<file path="src/rtl/boxcar_decimator.sv">
// Boxcar decimator: keeps one filtered sample out of every 2^k sample ticks.
// Latency: a kept sample is on data_o one register stage after its tick edge.
// Backpressure: 2-entry valid/ready output buffer; a push into a full buffer
// without a simultaneous pop drops the new sample and sets sticky overflow_o.
// Optional macro BOXCAR_DECIMATOR_DROP_CNT_EN adds a saturating drop counter.
module boxcar_decimator #(
  parameter int DW             = 16,
  parameter int MAX_DECIM_LOG2 = 5,
  localparam int KW            = $clog2(MAX_DECIM_LOG2 + 1)
) (
  input  logic          clk_i,
  input  logic          rst_i,
  input  logic          sample_tick_i,
  input  logic [DW-1:0] data_i,
  input  logic [KW-1:0] decim_log2_i,
  input  logic          flush_i,
  input  logic          clr_ovf_i,
  output logic [DW-1:0] data_o,
  output logic          valid_o,
  input  logic          ready_i,
  output logic          overflow_o
`ifdef BOXCAR_DECIMATOR_DROP_CNT_EN
  ,
  output logic [15:0]   drop_cnt_o
`endif
);

  localparam int PW = MAX_DECIM_LOG2;

  logic [PW-1:0] phase_q, phase_d;
  logic [KW-1:0] k_act_q, k_act_d;
  logic [DW-1:0] head_q, head_d;
  logic [DW-1:0] tail_q, tail_d;
  logic [1:0]    cnt_q, cnt_d;
  logic          ovf_q, ovf_d;

  logic [KW-1:0] k_req;
  logic [KW-1:0] k_eff;
  logic [PW:0]   span;
  logic [PW:0]   term;
  logic          phase_zero;
  logic          period_end;
  logic          keep;
  logic          pop;
  logic          drop;

  // Requested ratio clamped to the largest supported one.
  assign k_req = (decim_log2_i > KW'(MAX_DECIM_LOG2)) ? KW'(MAX_DECIM_LOG2) : decim_log2_i;

  // At a period boundary the freshly latched ratio already decides the period length.
  assign phase_zero = (phase_q == '0);
  assign k_eff      = phase_zero ? k_req : k_act_q;
  assign span       = (PW + 1)'(1) << k_eff;
  assign term       = span - (PW + 1)'(1);
  assign period_end = (phase_q == term[PW-1:0]);

  // Next-state logic: phase/ratio tracking, buffer update and overflow detection.
  always_comb begin
    phase_d = phase_q;
    k_act_d = k_act_q;
    head_d  = head_q;
    tail_d  = tail_q;
    cnt_d   = cnt_q;
    keep    = 1'b0;
    drop    = 1'b0;
    // ready_i only matters while the buffer holds something.
    pop     = (cnt_q != 2'd0) && ready_i;

    if (flush_i) begin
      // Flush beats a coincident tick; head value is left in place on purpose.
      phase_d = '0;
      cnt_d   = 2'd0;
      pop     = 1'b0;
    end else begin
      if (sample_tick_i) begin
        if (phase_zero) begin
          k_act_d = k_req;
        end
        keep    = phase_zero;
        phase_d = period_end ? '0 : phase_q + PW'(1);
      end

      case (cnt_q)
        2'd0: begin
          if (keep) begin
            head_d = data_i;
            cnt_d  = 2'd1;
          end
        end
        2'd1: begin
          if (keep && pop) begin
            head_d = data_i;
          end else if (keep) begin
            tail_d = data_i;
            cnt_d  = 2'd2;
          end else if (pop) begin
            cnt_d = 2'd0;
          end
        end
        default: begin
          if (keep && pop) begin
            head_d = tail_q;
            tail_d = data_i;
          end else if (pop) begin
            head_d = tail_q;
            cnt_d  = 2'd1;
          end else if (keep) begin
            drop = 1'b1;
          end
        end
      endcase
    end

    // A new drop outranks a clear in the same cycle.
    ovf_d = ovf_q;
    if (drop) begin
      ovf_d = 1'b1;
    end else if (clr_ovf_i) begin
      ovf_d = 1'b0;
    end
  end

  // Phase counter and active ratio registers.
  always_ff @(posedge clk_i or posedge rst_i) begin
    if (rst_i) begin
      phase_q <= '0;
      k_act_q <= '0;
    end else begin
      phase_q <= phase_d;
      k_act_q <= k_act_d;
    end
  end

  // Output buffer storage, occupancy and sticky overflow.
  always_ff @(posedge clk_i or posedge rst_i) begin
    if (rst_i) begin
      head_q <= '0;
      tail_q <= '0;
      cnt_q  <= 2'd0;
      ovf_q  <= 1'b0;
    end else begin
      head_q <= head_d;
      tail_q <= tail_d;
      cnt_q  <= cnt_d;
      ovf_q  <= ovf_d;
    end
  end

  assign data_o     = head_q;
  assign valid_o    = (cnt_q != 2'd0);
  assign overflow_o = ovf_q;

`ifdef BOXCAR_DECIMATOR_DROP_CNT_EN
  logic [15:0] drop_cnt_q, drop_cnt_d;
  logic [15:0] drop_base;

  // Saturating drop counter; clear applies first so clear+drop yields 1.
  always_comb begin
    drop_base  = clr_ovf_i ? 16'h0000 : drop_cnt_q;
    drop_cnt_d = drop_base;
    if (drop && (drop_base != 16'hFFFF)) begin
      drop_cnt_d = drop_base + 16'h0001;
    end
  end

  // Drop counter register.
  always_ff @(posedge clk_i or posedge rst_i) begin
    if (rst_i) begin
      drop_cnt_q <= 16'h0000;
    end else begin
      drop_cnt_q <= drop_cnt_d;
    end
  end

  assign drop_cnt_o = drop_cnt_q;
`endif

endmodule

</file>
<file path="config.mk">
export PLATFORM = sky130hd
export DESIGN_NAME = boxcar_decimator
export DESIGN_NICKNAME = d
export VERILOG_FILES = /design/src/rtl/boxcar_decimator.sv
export SDC_FILE = /design/constraint.sdc
export NUM_CORES = 1
export LEC_CHECK = 0
export ABC_AREA = 1
export CORE_MARGIN = 10
export CORE_UTILIZATION = 35
export CTS_CLUSTER_DIAMETER = 40
export CTS_CLUSTER_SIZE = 20
export DETAILED_ROUTE_END_ITERATION = 10
export DONT_BUFFER_PORTS = 1
export PLACE_DENSITY = 0.46
export SYNTH_ARGS = -nofsm -noshare
export SYNTH_HDL_FRONTEND = slang
export SYNTH_SLANG_ARGS = --single-unit
</file>
<file path="constraint.sdc">
create_clock -name clk_i -period 3.16 [get_ports clk_i]
set_clock_uncertainty 0.1 [all_clocks]
set_input_delay 0.158 -clock clk_i [delete_from_list [all_inputs] [get_ports clk_i]]
set_output_delay 0.158 -clock clk_i [all_outputs]
set_load 0.005 [all_outputs]
</file>
; ---- Word-level counts from Yosys, hierarchy flattened
; Index checks and enable logic that the tools add are counted.
[op_classes]
shift = 1
n_reduce_logical = 15
n_lt_le_gt_ge = 1
n_eq_ne = 10
bitwise_logic = 2
n_addsub = 2
muxes = 29
[ops]
columns = op, count
row1 = 16-bit 2-to-1 mux, 5
row2 = 16-bit case mux with 2 select lines, 2
row3 = 5-bit 2-to-1 mux, 3
row4 = 2-bit 2-to-1 mux, 7
row5 = 5-bit AND reduction, 2
row6 = 1-bit 2-to-1 mux, 9
row7 = 2-bit inequality test (second input constant), 4
row8 = 2-bit nonzero test, 4
row9 = 3-bit 2-to-1 mux, 2
row10 = 3-bit inequality test (second input constant), 2
row11 = 5-bit by 1-bit adder with 5-bit output (second input constant), 1
row12 = 5-bit equality test, 1
row13 = 5-bit zero test, 1
row14 = 1-bit by 3-bit << shifter with 5-bit output (first input constant), 1
row15 = 5-bit by 1-bit subtractor with 5-bit output (second input constant), 1
row16 = 4-bit inequality test (second input constant), 1
row17 = 2-bit case mux with 2 select lines, 1
row18 = 4-bit AND reduction, 1
row19 = 4-bit nonzero test, 1
row20 = 3-bit greater-than comparator (second input constant), 1
row21 = 3-bit by 2-bit inequality test with 1-bit output (second input constant), 1
row22 = 3-bit nonzero test, 1
row23 = 2-bit by 1-bit equality test with 1-bit output (second input constant), 1
row24 = 1-bit logical AND, 2
row25 = other kinds (4), 5
[totals]
output_inout_bits = 18
register_bits = 43

; ---- Depth between registers and ports, before layout
; Gate-level depths: netlist of run 1.
[depth]
depth_word = 9
depth_mapped = 17
mapped_depth_nobuf = 17

; ---- Least setup slack after synthesis of run 1
; Ideal clock, no wire load.
[synth_path]
kind = reg-to-reg
start = register phase_q[0]
end = register phase_q[0]
arrival_time_ns = 2.287
required_ns = 2.939
path_stages_with_launch = 18
period_less_slack_ns = 2.508
path_slack_ns = 0.652
cell_sequence = dfrtp_1 -> inv_1 -> ha_1 -> inv_1 -> nor2_1 -> nand2_1 -> nand2_1 -> nand2_1 -> nand3_1 -> ha_1 -> xor2_1 -> nand2_1 -> nor2_1 -> nand2_1 -> nor2_1 -> nand2_1 -> o21bai_1 -> nand2_1
[synth_between]
elab_chain_cells = 8
elab_cells_between_ends = 9
classes_between = 2 x add/sub / 1 x eq/ne / 1 x shift / 4 x mux / 1 x reduce/logical
[synth_lines]
columns = item, line_no
row1 = "start, declared", 30  ; logic [PW-1:0] phase_q, phase_d;
row2 = "start signal, assigned", 129  ; phase_q <= phase_d;
row3 = 5-bit zero test, 51  ; assign phase_zero = (phase_q == '0);
row4 = 3-bit 2-to-1 mux, n/a
row5 = 1-bit by 3-bit << shifter with 5-bit output, 53  ; assign span = (PW + 1)'(1) << k_eff;
row6 = 5-bit by 1-bit subtractor with 5-bit output, 54  ; assign term = span - (PW + 1)'(1);
row7 = 5-bit equality test, 55  ; assign period_end = (phase_q == term[PW-1:0]);
row8 = 5-bit 2-to-1 mux *, 80  ; phase_d = period_end ? '0 : phase_q + PW'(1);
row9 = 5-bit 2-to-1 mux *, 75  ; if (sample_tick_i) begin
row10 = 5-bit 2-to-1 mux *, 69  ; if (flush_i) begin
; Every way passes the cells marked *; elsewhere a longest branch is shown, timed or not. The select of a mux whose other input is x is not followed.
; A chain may end at the register's enable or synchronous reset.

; ---- Final worst setup path of run 1
[layout_path]
start = register phase_q[0]
end = register phase_q[1]
; The elaborated chain is that of the path after synthesis.

==> impl_metrics.json, run 1 <==
{
  "status": "completed",
  "rsz0062_at_grt": "no",
  "synth_cells": 266,
  "r2r_end": "phase_q[1]$_DFFE_PP0P_",
  "clockRootBuffer": "clkbuf_8",
  "drcViolationCount": 0,
  "fp.coreArea_mm2": 0.00635,
  "routed_wirelength_mm": 5.32,
  "yosys.area.top_type_share_pct": 47.1,
  "die_w_um": 101,
  "drtIter0Drc": 72,
  "pre_cts_slack_ns": 0.357,
  "vdd.ir_drop.worst_mv": 0.355,
  "setup_tns_ns": 0,
  "synth_edf_count": 0,
  "hold_viol_final": 0,
  "maxCapViolCount": 0,
  "cp_slowest_stage_delay_ns": 0.42,
  "final_layout_size_suffix_gt1_share_pct": 14.5,
  "grt_pass1_wl_mm": 8.69,
  "first_global_vias": 1745,
  "critPathTopFamily": "simple AND/OR/NAND/NOR gates",
  "n_antenna_cell": 0,
  "antenna_found_initial": 0,
  "syn_to_final_growth_pct": 15.4,
  "worstMarginPinSlew_ns": 0.911,
  "hp-class": "in2reg",
  "clkLatencyLatePin_ns": 0.30,
  "critical_path_arrival_ns": 2.81,
  "cp-start-kind": "flop",
  "cts_setup_buffers": 0,
  "io_buffers": 0,
  "globalRouteOverflowTotal": 0,
  "wl_per_cell_um": 14.5,
  "synth_area_leaders": "dfrtp_1, nand2_1, mux2_4",
  "synth.distinct_cells": 29,
  "grt_util_all_layers_pct": 10.5,
  "worstPathCellList": "inv_1 > ha_1 > inv_1 > nor2_2 > nand2_1 > nand2_1 > nand2_1 > nand3_1 > ha_1 > xor2_1 > nand2_1 > nor2_1 > nand2_1 > nor2_1 > nand2_1 > o21bai_1 > nand2_1",
  "critPathCaptureType": "flop",
  "viasPerCell": 4.89,
  "report.final.slew_viol_count": 0,
  "nNetsFinal": 316,
  "clk_pin_slew_worst_paths_ns": 0.09,
  "p_leak_nw": 1.27,
  "ant_nets": 0,
  "hold_path.startpoint": "sample_tick_i",
  "dr.pass1.iters": 5,
  "rows": 29,
  "hold-path-endpoint": "overflow_o$_DFFE_PP0P_",
  "cpMaxStageDelayCell": "dfrtp_1",
  "crit_type": "reg2reg",
  "yosys_warnings": 0,
  "yosysSeqAreaShare_pct": 47.1,
  "cts_tree": "done",
  "dieArea_mm2": 0.0102,
  "layout_setup_ws_ns": 0.436,
  "yosys_most_used_dff": "dfrtp_1",
  "avgSynthCellArea_um2": 8.59,
  "worstPathRequired_ns": 3.24,
  "initial_core_util_pct": 36.0,
  "r2r_slack_ns": 0.44,
  "vias": 1790,
  "final_cell_mix": "nand2_1, dfrtp_1, nor2_1, dlygate4sd3_1, a31oi_1",
  "cts_max_path_buffers": 2,
  "crit_fanout": 6,
  "layout_commonest_cell": "nand2_1",
  "min_period_over_period_pct": 86.2,
  "startpoint": "phase_q[0]$_DFFE_PP0P_",
  "hold_path_depth": 4,
  "final-setup-viol-count": 0,
  "synth_area_mm2": 0.00229,
  "crit_buf_inv": 2,
  "power_density_mw_per_mm2": 722,
  "hold_ws_ns": 0.0462,
  "synth_nets": 294,
  "fin_crit_ns": 2.72,
  "fin_util_pct": 41.5,
  "gp_congestion": 0.784,
  "grt_start_max_net_pins": 44,
  "yosys.area.top_type": "dfrtp_1",
  "fmax_mhz": 367,
  "io_pins": 43,
  "h-tree-depth": 2,
  "async_flop_share_pct": 100,
  "timing.rr.start": "phase_q[0]$_DFFE_PP0P_",
  "cp_common_cell": "nand2_1",
  "dieHeight_um": 101,
  "ys_ff_latch": 43,
  "rr_worst_depth": 17,
  "cts_buffers": 5,
  "numClockSinks": 43,
  "slew_headroom_pct": 39.2,
  "dp_hpwl_mm": 3.75
}
## cells by family (layout without fill, tap and decap cells)
family | count (synthesis) | in the layout | synth area share [%]
and+or+nand+nor | 137 | 137 | 25.0
DFF | 43 | 43 | 47.1
AOI/OAI and AO/OA | 36 | 36 | 10.3
buffers and inverters | 30 | 53 | 6.07
muxes | 16 | 16 | 9.52
adders and majority gates | 3 | 3 | 1.64
xor gates and xnor gates | 1 | 1 | 0.383
## stage by stage
step | cell area [um2] | instances | power (mW)
4_1_cts | 2640 | 366 | 1.94
6_report | 2640 | 366 | 1.90
5_1_grt | 2640 | 366 | 2.07
3_5_place_dp | 2350 | 338 | 1.55
3_3_place_gp | 2350 | 338 | 1.54
2_1_floorplan | 2290 | 266 | 1.42
## power breakdown
group          internal (mW)  switching [mW]
sequential             0.776           0.151
clock                  0.155           0.195
combinational          0.298           0.328
## area by class of cell
class / count / area (um2)
fill: 644 / 3710
inverter: 22 / 83.8
timing repair buffer: 23 / 223
clock inverter: 2 / 12.5
tap: 77 / 96.3
sequential: 43 / 1080
multi-input combinational: 193 / 1070
clock buffer: 6 / 72.6
## routing by layer
layer / share of wire, % / track usage (%) / vias up / routed length (um)
li1: - / - / 912 / -
met1: 47 / 13.7 / 831 / 2490
met2: 46 / 16.5 / 42 / 2470
met3: 6.0 / 3.29 / 5 / 322
met4: 0.83 / 2.61 / 0 / 44
met5: 0 / 0 / - / 0
## sequential cells by signal, summed over array words and instances, names as in the netlist
signal	cells
phase_q	5
data_o	16
k_act_q	3
overflow_o	1
tail_q	16
cnt_q	2
## worst reg2reg max path, stage by stage, from the launching register on
cell and delay, ns:
dfrtp_1 0.42, inv_1 0.14, ha_1 0.18, inv_1 0.05, nor2_2 0.16, nand2_1 0.15
nand2_1 0.11, nand2_1 0.14, nand3_1 0.15, ha_1 0.25, xor2_1 0.15, nand2_1 0.06
nor2_1 0.08, nand2_1 0.06, nor2_1 0.08, nand2_1 0.12, o21bai_1 0.16, nand2_1 0.06
## worst max path at each step
stage / to / slack [ns] / cells after the start
floorplan: phase_q[0]$_DFFE_PP0P_ / 0.65 / 17
global placement: phase_q[3]$_DFFE_PP0P_ / 0.42 / 17
detailed placement: phase_q[1]$_DFFE_PP0P_ / 0.36 / 17
CTS: phase_q[1]$_DFFE_PP0P_ / 0.33 / 17
global route: phase_q[1]$_DFFE_PP0P_ / 0.02 / 17
finish: phase_q[1]$_DFFE_PP0P_ / 0.44 / 17
## cell usage after synthesis (2+ instances only)
master and number:
a21oi_1 2, buf_4 2, nor2_4 2, nor2_1 29, buf_2 2, inv_2 4
mux2_2 6, ha_1 3, o31ai_1 2, nand3_1 14, clkbuf_1 2, nand4_1 4
mux2_4 10, nand2_1 82, nand2_2 4, o21bai_1 5, o21ai_0 8, dfrtp_1 43
buf_6 2, inv_1 16, a31oi_1 16
## what timing repair did
item	CTS	global route
hold buffers	20	0
endpoints found under the setup margin	0	5
resized for setup	0	1
endpoints found under the hold margin	81	0
(Power assumes the default switching activity.)
==> run 2, diff against run 1 <==
==> constraint.sdc (replaced) <==
create_clock -name clk_i -period 3.16 [get_ports clk_i]
set_clock_uncertainty 0.1 [all_clocks]
set_input_delay 0.79 -clock clk_i [delete_from_list [all_inputs] [get_ports clk_i]]
set_output_delay 0.79 -clock clk_i [all_outputs]
set_load 0.005 [all_outputs]
==> run 2 against run 1 <==
Combinational power decreased by 3.5%; first-iteration DRC count decreased by 15%; clock-buffer cell count unchanged; largest power group unchanged; register-to-register slack about the same; non-clock buffer count decreased by 20.
==> impl_metrics.json, run 2 (synthesis results as in run 1) <==
{
  "status": "completed",
  "rsz0062_at_grt": "no",
  "cpMaxStageDelayCell": "dfrtp_1",
  "r2r_end": "phase_q[1]$_DFFE_PP0P_",
  "hold_ws_ns": 0.395,
  "antenna_found_initial": 0,
  "clkLatencyLatePin_ns": 0.30,
  "final_cell_mix": "nand2_1, dfrtp_1, nor2_1, a31oi_1, inv_1",
  "cp-start-kind": "flop",
  "viasPerCell": 4.92,
  "fin_area_mm2": 0.00244,
  "ant_nets": 0,
  "fin_cells": 346,
  "place_area_mm2": 0.00235,
  "nNetsFinal": 296,
  "startpoint": "phase_q[0]$_DFFE_PP0P_",
  "dp_hpwl_mm": 3.75,
  "wl_per_cell_um": 15.3,
  "dieHeight_um": 101,
  "drtIter0Drc": 61,
  "initial_core_util_pct": 36.0,
  "io_buffers": 0,
  "report.final.slew_viol_count": 0,
  "hp-class": "reg2reg",
  "cts_tree": "done",
  "total_power_mw": 1.88,
  "rows": 29,
  "worstPathRequired_ns": 3.24,
  "grt_pass1_wl_mm": 8.47,
  "setup_tns_ns": 0,
  "fin_crit_ns": 2.71,
  "routed_wirelength_mm": 5.29,
  "crit_type": "reg2reg",
  "numClockSinks": 43,
  "crit_buf_inv": 2,
  "cts_hold_buffers": 0,
  "pre_cts_slack_ns": 0.357,
  "cts_buffers": 5,
  "crit_fanout": 6,
  "critPathCaptureType": "flop",
  "die_w_um": 101,
  "fill_cells": 657,
  "rr_worst_depth": 17,
  "timing.rr.start": "phase_q[0]$_DFFE_PP0P_",
  "power_density_mw_per_mm2": 771,
  "globalRouteOverflowTotal": 0,
  "gp_congestion": 0.784,
  "final_layout_size_suffix_gt1_share_pct": 15.6,
  "grt_util_all_layers_pct": 10.4,
  "dieArea_mm2": 0.0102,
  "hold-path-endpoint": "k_act_q[0]$_DFFE_PP0P_",
  "h-tree-depth": 2,
  "cts_setup_buffers": 0,
  "vias": 1704,
  "io_pins": 43,
  "layout_commonest_cell": "nand2_1",
  "cp_slowest_stage_delay_ns": 0.42,
  "fmax_mhz": 368,
  "dr.pass1.iters": 4,
  "first_global_vias": 1637,
  "hold_path.startpoint": "k_act_q[0]$_DFFE_PP0P_",
  "worstPathCellList": "inv_1 > ha_1 > inv_1 > nor2_2 > nand2_1 > nand2_1 > nand2_1 > nand3_1 > ha_1 > xor2_1 > nand2_1 > nor2_1 > nand2_1 > nor2_1 > nand2_1 > o21bai_1 > nand2_1",
  "grt_start_max_net_pins": 44,
  "fp.coreArea_mm2": 0.00635,
  "n_antenna_cell": 0,
  "p_leak_nw": 1.19,
  "syn_to_final_growth_pct": 6.62,
  "cts_max_path_buffers": 2,
  "clk_pin_slew_worst_paths_ns": 0.08,
  "final-setup-viol-count": 0,
  "fin_util_pct": 38.4,
  "worstMarginPinSlew_ns": 0.907,
  "placed_cells": 338,
  "critPathTopFamily": "simple AND/OR/NAND/NOR gates",
  "critical_path_arrival_ns": 2.80,
  "cp_common_cell": "nand2_1",
  "min_period_over_period_pct": 85.9,
  "slew_headroom_pct": 39.5,
  "clockRootBuffer": "clkbuf_8",
  "drcViolationCount": 0,
  "hold_viol_final": 0,
  "maxCapViolCount": 0,
  "r2r_slack_ns": 0.45,
  "hold_path_depth": 2,
  "layout_setup_ws_ns": 0.445,
  "vdd.ir_drop.worst_mv": 0.346
}
[run 2: timing repair]
item	CTS	global route
endpoints found under the hold margin	0	0
setup endpoints to repair	0	5
gates resized for setup	0	1
[run 2: worst max-delay path by stage]
stage                                        end  slack (ns)  depth (start not counted)
final                     phase_q[1]$_DFFE_PP0P_        0.45                         17
after global placement    phase_q[3]$_DFFE_PP0P_        0.42                         17
after global routing      phase_q[1]$_DFFE_PP0P_        0.02                         17
after detailed placement  phase_q[1]$_DFFE_PP0P_        0.36                         17
after CTS                 phase_q[1]$_DFFE_PP0P_        0.33                         17
after floorplan           phase_q[0]$_DFFE_PP0P_        0.65                         17
[run 2: final cells by class]
cell class	instances	area, um2	area share [%]
repair buffers	3	22.5	0.924
clock inverters	2	12.5	0.513
clock buffers	6	72.6	2.98
multi-input cells	193	1070	44.0
well taps	77	96.3	3.95
inverters	22	83.8	3.44
flip-flops and latches	43	1080	44.1
[run 2: worst reg2reg max path, delay by kind of cell, from the launching register on]
kind,cells,cell delay [ns]
flip-flops,1,0.42
AND/OR/NAND/NOR,11,1.15
buffers and inverters,2,0.19
AO/OA/AOI/OAI,1,0.16
XOR/XNOR,1,0.15
adder cells (fa/ha/maj),2,0.43
[run 2: layer usage]
layer / vias to the layer above / global-route usage [%] / wire length (um)
met2: 41 / 16.2 / 2490
met3: 5 / 3.36 / 364
met5: - / 0 / 0
li1: 870 / - / -
met4: 0 / 2.61 / 44
met1: 788 / 13.6 / 2390
[run 2: power breakdown]
| part | internal [mW] | switching (mW) |
|---|---|---|
| combinational | 0.282 | 0.322 |
| sequential | 0.776 | 0.150 |
| clock | 0.155 | 0.194 |
| total | 1.21 | 0.666 |
